## src/rtl/token_tx_ctrl.sv

```systemverilog
// Token packet transmit sequencer: serialises SYNC, PID/check-PID, address,
// endpoint, inverted CRC5 and an EOP marker, and sequences the external CRC5 unit.
module token_tx_ctrl #(
  parameter int unsigned SYNC_BITS = 8
) (
  input  logic       clk,
  input  logic       rst_b,
  input  logic       req_valid,
  output logic       req_ready,
  input  logic [3:0] pid,
  input  logic [6:0] addr,
  input  logic [3:0] endp,
  output logic       bit_out,
  output logic       bit_valid,
  input  logic       bit_ready,
  output logic       eop,
  output logic       crc_clear,
  output logic       crc_shift,
  output logic       crc_bit,
  input  logic [4:0] crc_rem,
  output logic       busy
);

  typedef enum logic [2:0] {
    ST_IDLE,
    ST_SYNC,
    ST_PID,
    ST_ADDR,
    ST_ENDP,
    ST_CRC,
    ST_EOP
  } state_e;

  localparam logic [3:0] SYNC_LAST = 4'(SYNC_BITS - 1);

  state_e     state_q, state_d;
  state_e     nxt;
  logic [3:0] cnt_q, cnt_d;
  logic [3:0] pid_q, pid_d;
  logic [6:0] addr_q, addr_d;
  logic [3:0] endp_q, endp_d;
  logic       transfer;
  logic       last;

  always_ff @(posedge clk or negedge rst_b) begin
    if (!rst_b) begin
      state_q <= ST_IDLE;
      cnt_q   <= '0;
      pid_q   <= '0;
      addr_q  <= '0;
      endp_q  <= '0;
    end else begin
      state_q <= state_d;
      cnt_q   <= cnt_d;
      pid_q   <= pid_d;
      addr_q  <= addr_d;
      endp_q  <= endp_d;
    end
  end

  always_comb begin
    state_d   = state_q;
    cnt_d     = cnt_q;
    pid_d     = pid_q;
    addr_d    = addr_q;
    endp_d    = endp_q;
    nxt       = ST_IDLE;
    last      = 1'b0;
    req_ready = 1'b0;
    bit_out   = 1'b0;
    eop       = 1'b0;
    crc_clear = 1'b0;
    crc_shift = 1'b0;
    crc_bit   = 1'b0;
    busy      = (state_q != ST_IDLE);
    bit_valid = (state_q != ST_IDLE);
    transfer  = bit_valid && bit_ready;

    case (state_q)
      ST_IDLE: begin
        req_ready = 1'b1;
        // rst_b gate keeps crc_clear low while reset is held with a pending request
        if (req_valid && rst_b) begin
          crc_clear = 1'b1;
          pid_d     = pid;
          addr_d    = addr;
          endp_d    = endp;
          cnt_d     = '0;
          state_d   = ST_SYNC;
        end
      end
      ST_SYNC: begin
        bit_out = (cnt_q == SYNC_LAST);
        last    = (cnt_q == SYNC_LAST);
        nxt     = ST_PID;
      end
      ST_PID: begin
        // upper half of the field is the bitwise complement of the PID
        bit_out = cnt_q[2] ? ~pid_q[cnt_q[1:0]] : pid_q[cnt_q[1:0]];
        last    = (cnt_q == 4'd7);
        nxt     = ST_ADDR;
      end
      ST_ADDR: begin
        bit_out   = addr_q[cnt_q[2:0]];
        crc_shift = transfer;
        crc_bit   = bit_out;
        last      = (cnt_q == 4'd6);
        nxt       = ST_ENDP;
      end
      ST_ENDP: begin
        bit_out   = endp_q[cnt_q[1:0]];
        crc_shift = transfer;
        crc_bit   = bit_out;
        last      = (cnt_q == 4'd3);
        nxt       = ST_CRC;
      end
      ST_CRC: begin
        bit_out = ~crc_rem[3'd4 - cnt_q[2:0]];
        last    = (cnt_q == 4'd4);
        nxt     = ST_EOP;
      end
      ST_EOP: begin
        eop  = 1'b1;
        last = 1'b1;
        nxt  = ST_IDLE;
      end
      default: begin
        state_d = ST_IDLE;
      end
    endcase

    if (transfer) begin
      if (last) begin
        state_d = nxt;
        cnt_d   = '0;
      end else begin
        cnt_d = cnt_q + 4'd1;
      end
    end
  end

endmodule

```

## config.mk

```make
export PLATFORM = sky130hd
export DESIGN_NAME = token_tx_ctrl
export DESIGN_NICKNAME = d
export VERILOG_FILES = /design/src/rtl/token_tx_ctrl.sv
export SDC_FILE = /design/constraint.sdc
export NUM_CORES = 1
export LEC_CHECK = 0
export ABC_CLOCK_PERIOD_IN_PS = 2150
export BUFFER_PORTS_ARGS = -buffer_cell sky130_fd_sc_hd__buf_2
export CAP_MARGIN = 20
export CORE_MARGIN = 3
export CORE_UTILIZATION = 50
export CTS_BUF_LIST = sky130_fd_sc_hd__clkbuf_8 sky130_fd_sc_hd__clkbuf_16
export DETAILED_ROUTE_END_ITERATION = 7
export MAX_ROUTING_LAYER = met4
export PLACE_DENSITY = 0.81
export SYNTH_ARGS = -nofsm -noshare
export SYNTH_HDL_FRONTEND = slang
export SYNTH_SLANG_ARGS = --single-unit
export TNS_END_PERCENT = 100
```

## constraint.sdc

```tcl
create_clock -name clk -period 2.15 [get_ports clk]
set_input_delay 0.1075 -clock clk [delete_from_list [all_inputs] [get_ports clk]]
set_output_delay 0.1075 -clock clk [all_outputs]
set_load 0.02 [all_outputs]
```

==> results of run 1 <==
## worst max-delay path: stages, from the launching register on
cell,delay (ps)
dfrtp_1,400
inv_2,80
ha_4,200
or4b_1,490
a31oi_1,170
o21ai_1,80
or2_1,220
buf_6,130
## area by class of cell
type                       instances  area (um^2)  share of cell area [%]
multi-input combinational         87          726                    45.4
tap                               30         37.5                    2.35
timing repair buffer              38          220                    13.8
sequential                        22          551                    34.5
inverter                           6         22.5                    1.41
clock buffer                       3         41.3                    2.58
## cells by family (layout without fill, tap and decap cells)
kind of cell	after synthesis	in the layout	share of synthesized area [%]
simple gates	39	39	16.6
mux	22	22	21.3
flops	22	22	40.7
compound gates	20	20	9.70
buf+inv	15	47	7.21
xor+xnor	4	4	2.59
fa+ha+maj	2	2	1.85
## state kept, by name (all words and copies together) (netlist names)
| signal | count |
|---|---|
| addr_q | 7 |
| cnt_q | 4 |
| endp_q | 4 |
| pid_q | 4 |
| state_q | 3 |
## layout by cell type (no fill, tap or decap), types with 3 or more instances in the layout
master    Yosys  layout
nor2_1        8       8
mux2_1        9       9
dfrtp_1      22      22
nand3_1       4       4
mux2i_1       3       3
buf_4         3       5
mux4_2        4       4
o21ai_0       8       6
mux2_2        6       6
inv_1         5       3
inv_2         1       3
clkbuf_8      0       3
xor2_1        3       3
nand2_1       8       8
buf_2         3      30
## worst paths after layout
kind                             from         end  slack (ps)  cells after the start
hold / removal                 pid[2]    pid_q[2]          60                      2
setup / recovery             cnt_q[0]     bit_out         0.6                      7
min in group asynchronous       rst_b    cnt_q[3]         370                      3
hold reg to reg              pid_q[2]    pid_q[2]         480                      1
max in group asynchronous       rst_b   addr_q[2]        1560                      3
setup reg to reg           state_q[0]  state_q[0]         200                      5
## metrics by stage
stage               area, um^2  setup TNS [ps]  hold slack (ps)
global placement          1520               0              107
floorplan                 1350               0             -188
CTS                       1590           -12.3             54.5
global route              1600           -83.0             58.3
finish                    1600               0             57.5
detailed placement        1520               0              120
## routing by layer
layer	wire [um]	vias up	share of wire (%)	GRT usage [%]
li1	-	513	-	-
met1	1180	502	44	22.7
met2	1300	37	49	30.0
met3	151	5	5.7	2.90
met4	33	0	1.2	7.95
met5	0	-	0	-
## power by group
part / switching [uW] / internal (uW)
sequential: 45.6 / 454
clock: 124 / 125
combinational: 251 / 260
total: 420 / 839
## what timing repair did
item / 4_1_cts / 5_1_grt
hold buffers: 1 / 0
hold endpoints to repair: 22 / 0
pin swaps: 1 / 0
resized for setup: 7 / 2
setup endpoints to repair: 1 / 1
==> metrics, run 1 <==
Detailed Place HPWL 2000 um; Initial Utilization 53.7%; antenna violations before repair 0; Leak 0.000802 uW; CTS clk-pin slew, worst paths approximately 80 ps; Final Cycle Share 100%; crit path DAT 2040 ps; Max Clk Rate ~470 MHz; DR iter-0 viols 41; vias approximately 1100; top cell type's share of synthesized area 40.7%; largest net degree at the start of global routing 23; Max clock buf depth 2; area growth from synthesis to layout 18.0%; max-slew violation count 0; Worst Tran Pin Value 402 ps; top post-synthesis cells by count dfrtp_1, mux2_1, nand2_1, nor2_1, o21ai_0; layout cells sized above 1 ~37%; Root Buffer clkbuf_8; first-pass GRT wire length 4610 um; placed cells 182; dpl ws 219 ps; post-layout min period between 2000 and 2500 ps; Final WS setup 0.556 ps; relative slew slack 73.2%; Wirelength per Cell roughly 14 um; number of synthesized flops with an enable pin 0; Avg Synthesized Cell Area 10.9 um^2; final cell count without fillers 186; Rows 18; worst hold-check path type primary input to register; CTS HTree Levels 1; CTS Sinks 22; vias in the first global route 1064; cell taking the most area after synthesis dfrtp_1; WP data required 2040 ps; Clock Latency Late Sink 260 ps; die area 3370 um^2; MaxCap Viol Count 0; Final Hold Vio Count 0; gr usage total a little under a fifth; fill count 211; Max VDD drop 592 uV; Mapped Nets 150; status finished clean; Async S/R FF share, synth between 90% and 100%; Post-Route WL 2660 um; ANT nets after route 0; port bufs 31; Startpoint Class register; Die Y 58.0 um; diode count 0; RSZ-0062 raised after global routing true; RD Place Congestion 0.907; DRC 0; final setup skew just over 5 ps; # nets final 184; I/O pin count 32; Critical Path Fanout Max 3; die width 58.0 um; crit path capture type output pin; Seq/Total Area, Yosys 40.7%; top area cells in the synthesized netlist dfrtp_1, mux2_1, mux4_2; top-count cell post-synth dfrtp_1; Placeable Area approximately 2500 um^2; global route total overflow 0; Post-Syn Area 1350 um^2; Pre-Repair DR Iteration Count 4; Synth Register Bits 22; Via density 5.68; total power 1260 uW; Mapped Cells 124; post-CTS setup buffers 0; cts bufs inserted 3; Final setup viols 0; number of synthesis warnings 0; CTS tree yes; pwr/cell area 788 nW/um^2; prevailing post-synth register cell dfrtp_1; Final Core Density 63.3%; synth unique cells 40; Setup CP Type register to output pin
Note: power is estimated with default switching activity, not from simulation.
==> inputs of run 2 (changes only) <==
- RECOVER_POWER: unset -> 25
==> run 2 against run 1 <==
Compared with the run above:
- total power hardly changed
- via count did not move
- fmax did not move
- clock skew did not move
- critical endpoint unchanged
- register-to-register slack about the same
- clock power hardly changed
- first-iteration DRC count unchanged
==> metrics, run 2 (synthesis results as in run 1) <==
Leak 0.000796 uW (was 0.000802 uW); Pre-Repair DR Iteration Count 4 (unchanged); max reg flops 7 (unchanged); CTS tree yes (unchanged); relative slew slack 21.6% (was 73.2%); final cell count without fillers 186 (unchanged); final setup skew 5.18 ps (unchanged); Gate power share 40.5% (was 40.6%); layout cells sized above 1 35.9% (was 37.2%); hold_sp pid[2] (unchanged); Die Y 58.0 um (unchanged); slowest stage delay, CP 490 ps (about the same); first-pass GRT wire length 4610 um (unchanged); area growth from synthesis to layout 17.7% (was 18.0%); Worst Path Buf+Inv 2 (unchanged); Final Cycle Share 100% (about the same); dpl ws 219 ps (unchanged); placed cells 182 (unchanged); worst r2r src state_q[0] (unchanged); # nets final 184 (unchanged); Initial Utilization 53.7% (unchanged); crit path capture type output pin (unchanged); Final WS setup 0.559 ps (was 0.556 ps); largest net degree at the start of global routing 23 (unchanged); post-layout min period 2150 ps (about the same); Final setup viols 0 (unchanged); Worst Tran Pin Value 1180 ps (was 402 ps); Post-Route WL 2660 um (about the same); Max clock buf depth 2 (unchanged); cts bufs inserted 3 (unchanged); vias 1057 (unchanged); global route total overflow 0 (unchanged); total power 1260 uW (about the same); CTS HTree Levels 1 (unchanged); critical path, cell by cell inv_2 -> ha_4 -> or4b_1 -> a31oi_1 -> o21ai_1 -> or2_1 -> buf_6 (unchanged); Wirelength per Cell 14.3 um (about the same); MaxCap Viol Count 0 (unchanged); Rows 18 (unchanged); Root Buffer clkbuf_8 (unchanged); Critical Path Fanout Max 3 (unchanged); CTS clk-pin slew, worst paths 80 ps (about the same); die area 3370 um^2 (unchanged); Detailed Place HPWL 2000 um (unchanged); I/O pin count 32 (unchanged); CTS Sinks 22 (unchanged); most common cell after layout, fill and taps aside buf_2 (unchanged); Setup CP Type register to output pin (unchanged); launch point of the worst path cnt_q[0] (unchanged); Clock Latency Late Sink 260 ps (about the same); Placeable Area 2520 um^2 (unchanged); cell family with most CP delay simple AND/OR/NAND/NOR gates (unchanged); Max Clk Rate 465 MHz (unchanged); vias in the first global route 1064 (unchanged); pwr/cell area 790 nW/um^2 (was 788 nW/um^2); WP data required 2040 ps (about the same); worst hold-check path type primary input to register (unchanged); Sw Share 33.4% (about the same); port bufs 31 (unchanged); Biggest register addr_q (unchanged); Clk pwr share 19.8% (about the same); Critical Path Slowest Stage Cell or4b_1 (unchanged); Final Hold Vio Count 0 (unchanged); RSZ-0062 raised after global routing true (unchanged); DRC 0 (unchanged); crit path DAT 2040 ps (about the same); Int Pwr 838 uW (was 839 uW); diode count 0 (unchanged); gr usage total 18.4% (unchanged); antenna violations before repair 0 (unchanged); max-slew violation count 0 (unchanged); Via density 5.68 (unchanged); DR iter-0 viols 41 (unchanged); Sw Pwr 420 uW (about the same); Max VDD drop 592 uV (about the same); die width 58.0 um (unchanged); status finished clean (unchanged); ANT nets after route 0 (unchanged); sequential power share 39.7% (about the same); most frequent cells in the layout buf_2, dfrtp_1, mux2_1, nor2_1, nand2_1 (unchanged); Startpoint Class register (unchanged); RD Place Congestion 0.907 (unchanged)
run 2: cell types whose count changed in the layout (fill, tap and decap cells not counted):
cell and delta:
clkbuf_1 +2, buf_2 -1, buf_4 -1
run 2: worst paths after layout:
kind                       slack, ps    endpoint  depth (start not counted)
setup reg to reg                 200  state_q[0]                          5
hold / removal                    60    pid_q[2]                          2
hold reg to reg                  480    pid_q[2]                          1
max in group asynchronous        730   addr_q[2]                          3
setup / recovery                 0.6     bit_out                          7
min in group asynchronous        720    cnt_q[3]                          3
run 2: worst reg2reg max path: stages, from the launching register on:
cell,delay [ps]
dfrtp_1,520
nor3b_2,320
mux2i_1,250
nor3_1,90
or4_1,510
o211a_1,150
run 2: power by group through the flow:
stage	registers (uW)	clock network, uW	logic [uW]
after floorplan	487	0	346
after global placement	498	0	438
after detailed placement	500	0	452
after CTS	496	257	500
after global routing	507	283	569
final	500	249	510
run 2: area by class of cell:
| type | count | area (um^2) |
|---|---|---|
| Inverter | 6 | 22.5 |
| Multi-Input combinational cell | 87 | 726 |
| Fill cell | 214 | 930 |
| Clock buffer | 3 | 41.3 |
| Timing Repair Buffer | 38 | 215 |
| Tap cell | 30 | 37.5 |
| Sequential cell | 22 | 551 |
run 2: layer usage:
metal,track usage (%),wire [um]
met3,2.90,151
met5,-,0
met4,7.95,33
met2,30.0,1300
met1,22.7,1170
run 2: through the flow:
| step | TNS, ps | util (%) | area (um^2) | hold WS (ps) |
|---|---|---|---|---|
| final | 0 | 63.1 | 1590 | 57.5 |
| after global routing | -83.0 | 63.1 | 1590 | 58.3 |
| after CTS | -12.3 | 63.0 | 1590 | 54.5 |
| after detailed placement | 0 | 60.1 | 1520 | 120 |
| after global placement | 0 | 60.1 | 1520 | 107 |
| after floorplan | 0 | - | 1350 | -188 |
run 2: what timing repair did:
| action | in CTS | in global routing |
|---|---|---|
| hold buffers | 1 | 0 |
| endpoints found under the hold margin | 22 | 0 |
| setup buffers | 0 | 0 |
| pin swaps | 1 | 0 |
| setup endpoints to repair | 1 | 1 |
| resized for setup | 7 | 2 |
==> inputs of run 3 (changes only) <==
- CORE_MARGIN: 3 -> 2
- CTS_BUF_LIST: sky130_fd_sc_hd__clkbuf_8 sky130_fd_sc_hd__clkbuf_16 -> sky130_fd_sc_hd__clkbuf_16
==> run 3 against run 2 <==
Compared with the run above:
- the run now ends with setup timing left
- wire length is 7.4% higher
- core utilization increased by 1.8 points
- global-route usage grew 2.7 points
- sequential share of layout area fell by 0.95 points
- register-to-register slack got worse by 50 ps
- total power rose by 14%
- combinational power is 4.5% higher
- via count is 2.2% higher
- hold slack improved by 7.4 ps
- sequential cell count unchanged
- largest cell class unchanged
==> metrics, run 3 (synthesis results as in run 1) <==
Final WS setup -10.6 ps (was 0.559 ps); RD Place Congestion 0.793 (was 0.907); dpl ws 170 ps (was 219 ps); Setup TNS -10.6 ps (was 0 ps); crit path capture type output pin (unchanged); Clock Latency Late Sink 260 ps (about the same); first-pass GRT wire length 5060 um (was 4610 um); Rows 18 (unchanged); status finished, violations left (was finished clean); flop2flop setup slack 150 ps (was 200 ps); Gate power share 37.1% (was 40.5%); Wirelength per Cell 15.2 um (was 14.3 um); Placeable Area 2520 um^2 (unchanged); antenna violations before repair 0 (unchanged); Max clock buf depth 2 (unchanged); vias in the first global route 1103 (was 1064); CTS HTree Levels 1 (unchanged); cts bufs inserted 3 (unchanged); Biggest register addr_q (unchanged); WHS Endpoint addr_q[3] (was pid_q[2]); met2 wire length 1440 um (was 1300 um); vias 1080 (was 1057); Max VDD drop 535 uV (was 592 uV); largest net degree at the start of global routing 23 (unchanged); worst r2r src state_q[0] (unchanged); Startpoint Class register (unchanged); layout cells sized above 1 36.1% (was 35.9%); sequential power share 35.3% (was 39.7%); max-slew violation count 0 (unchanged); Sw Pwr 466 uW (was 420 uW); Final Cycle Share 100% (about the same); ANT nets after route 0 (unchanged); DR top layer met4 (unchanged); placed cells 182 (unchanged); Final Hold Vio Count 0 (unchanged); Critical Path Fanout Max 2 (was 3); final cell count without fillers 188 (was 186); Post-Route WL 2850 um (was 2660 um); RSZ-0062 raised after global routing true (unchanged); crit path DAT 2050 ps (was 2040 ps); most frequent cells in the layout buf_2, dfrtp_1, mux2_1, nor2_1, nand2_1 (unchanged); DP Area 1520 um^2 (unchanged); # nets final 185 (was 184); Via density 5.74 (was 5.68); Worst R2R End state_q[0] (unchanged); DRT met1 WL 1180 um (was 1170 um); Final setup viols 1 (was 0); Pre-Repair DR Iteration Count 4 (unchanged); Clk pwr share 27.6% (was 19.8%); global route total overflow 0 (unchanged); I/O pin count 32 (unchanged); Int Pwr 972 uW (was 838 uW); Leak 0.000818 uW (was 0.000796 uW); failing checks setup timing; CTS clk-pin slew, worst paths 60 ps (was 80 ps); DRC 0 (unchanged); most common cell after layout, fill and taps aside buf_2 (unchanged); Max Clk Rate 463 MHz (was 465 MHz); area of the multi-input gates 726 um^2 (unchanged); worst hold-check path type primary input to register (unchanged); pwr/cell area 878 nW/um^2 (was 790 nW/um^2); die width 56.0 um (was 58.0 um); post-layout min period 2160 ps (was 2150 ps); WP data required 2040 ps (about the same); Detail Route met3 WL 178 um (was 151 um); port bufs 31 (unchanged); Detailed Place HPWL 2060 um (was 2000 um); die area 3140 um^2 (was 3370 um^2); Die Y 56.0 um (was 58.0 um); final setup skew 1.91 ps (was 5.18 ps); max reg flops 7 (unchanged); Setup CP Type register to output pin (unchanged); Sw Share 32.4% (was 33.4%); gr usage total 21.1% (was 18.4%); register area 551 um^2 (unchanged); post-route cell area 1640 um^2 (was 1590 um^2); fill count 216 (was 214); area growth from synthesis to layout 21.0% (was 17.7%); diode count 0 (unchanged); CTS Sinks 22 (unchanged); worst r2r path cells 5 (unchanged); hold path cells 2 (unchanged); MaxCap Viol Count 0 (unchanged); Worst Tran Pin Value 1160 ps (was 1180 ps); relative slew slack 22.8% (was 21.6%); Final Core Density 64.9% (was 63.1%); hold_sp addr[3] (was pid[2]); CTS tree yes (unchanged); DR iter-0 viols 17 (was 41); Initial Utilization 53.7% (unchanged); Root Buffer clkbuf_16 (was clkbuf_8)
## run 3: cell types whose count changed in the layout (fill, tap and decap cells not counted), sizes merged
cell | before | now
clkinv | 0 | 1
buf | 35 | 36
## run 3: worst max path at each step
stage / from / to / slack, ps
5_1_grt: cnt_q[0] / bit_out / -90
2_1_floorplan: cnt_q[0] / bit_out / 70
4_1_cts: cnt_q[0] / bit_out / -10
6_report: cnt_q[0] / bit_out / -10
3_5_place_dp: state_q[0] / state_q[0] / 170
3_3_place_gp: cnt_q[0] / bit_out / 240
## run 3: worst max-delay path, stage by stage, from the launching register on
cell and delay, ps:
dfrtp_1 380, inv_2 60, ha_4 160, xnor2_2 130, or4b_1 460, a31oi_1 190
o21ai_1 70, or2_1 220, buf_6 130
## run 3: stage by stage
step           power [uW]  hold slack, ps
3_5_place_dp          958             116
2_1_floorplan         833            -188
5_1_grt              1520            75.0
3_3_place_gp          936             107
6_report             1440            64.9
4_1_cts              1410            65.2
## run 3: area by class of cell
cell class | instances | area share, %
timing repair buffer | 39 | 13.6
inverter | 6 | 1.38
sequential | 22 | 33.6
multi-input combinational | 87 | 44.3
tap | 30 | 2.29
clock inverter | 1 | 0.229
clock buffer | 3 | 4.58
## run 3: per-layer routing
layer | track usage [%] | vias to the layer above
met2 | 34.5 | 48
met4 | 7.82 | 0
met1 | 26.2 | 508
met5 | - | -
met3 | 3.72 | 7
li1 | - | 517
## run 3: power by group through the flow
stage               logic (uW)  registers, uW  clock network (uW)
finish                     533            507                 397
global route               592            509                 419
CTS                        506            498                 402
detailed placement         456            502                   0
global placement           438            498                   0
floorplan                  346            487                   0
## run 3: what timing repair did
action,4_1_cts,5_1_grt
setup buffers,0,1
pin swaps,1,1
setup endpoints to repair,1,1
hold endpoints to repair,22,0
gates resized for setup,6,2
hold buffers,1,0
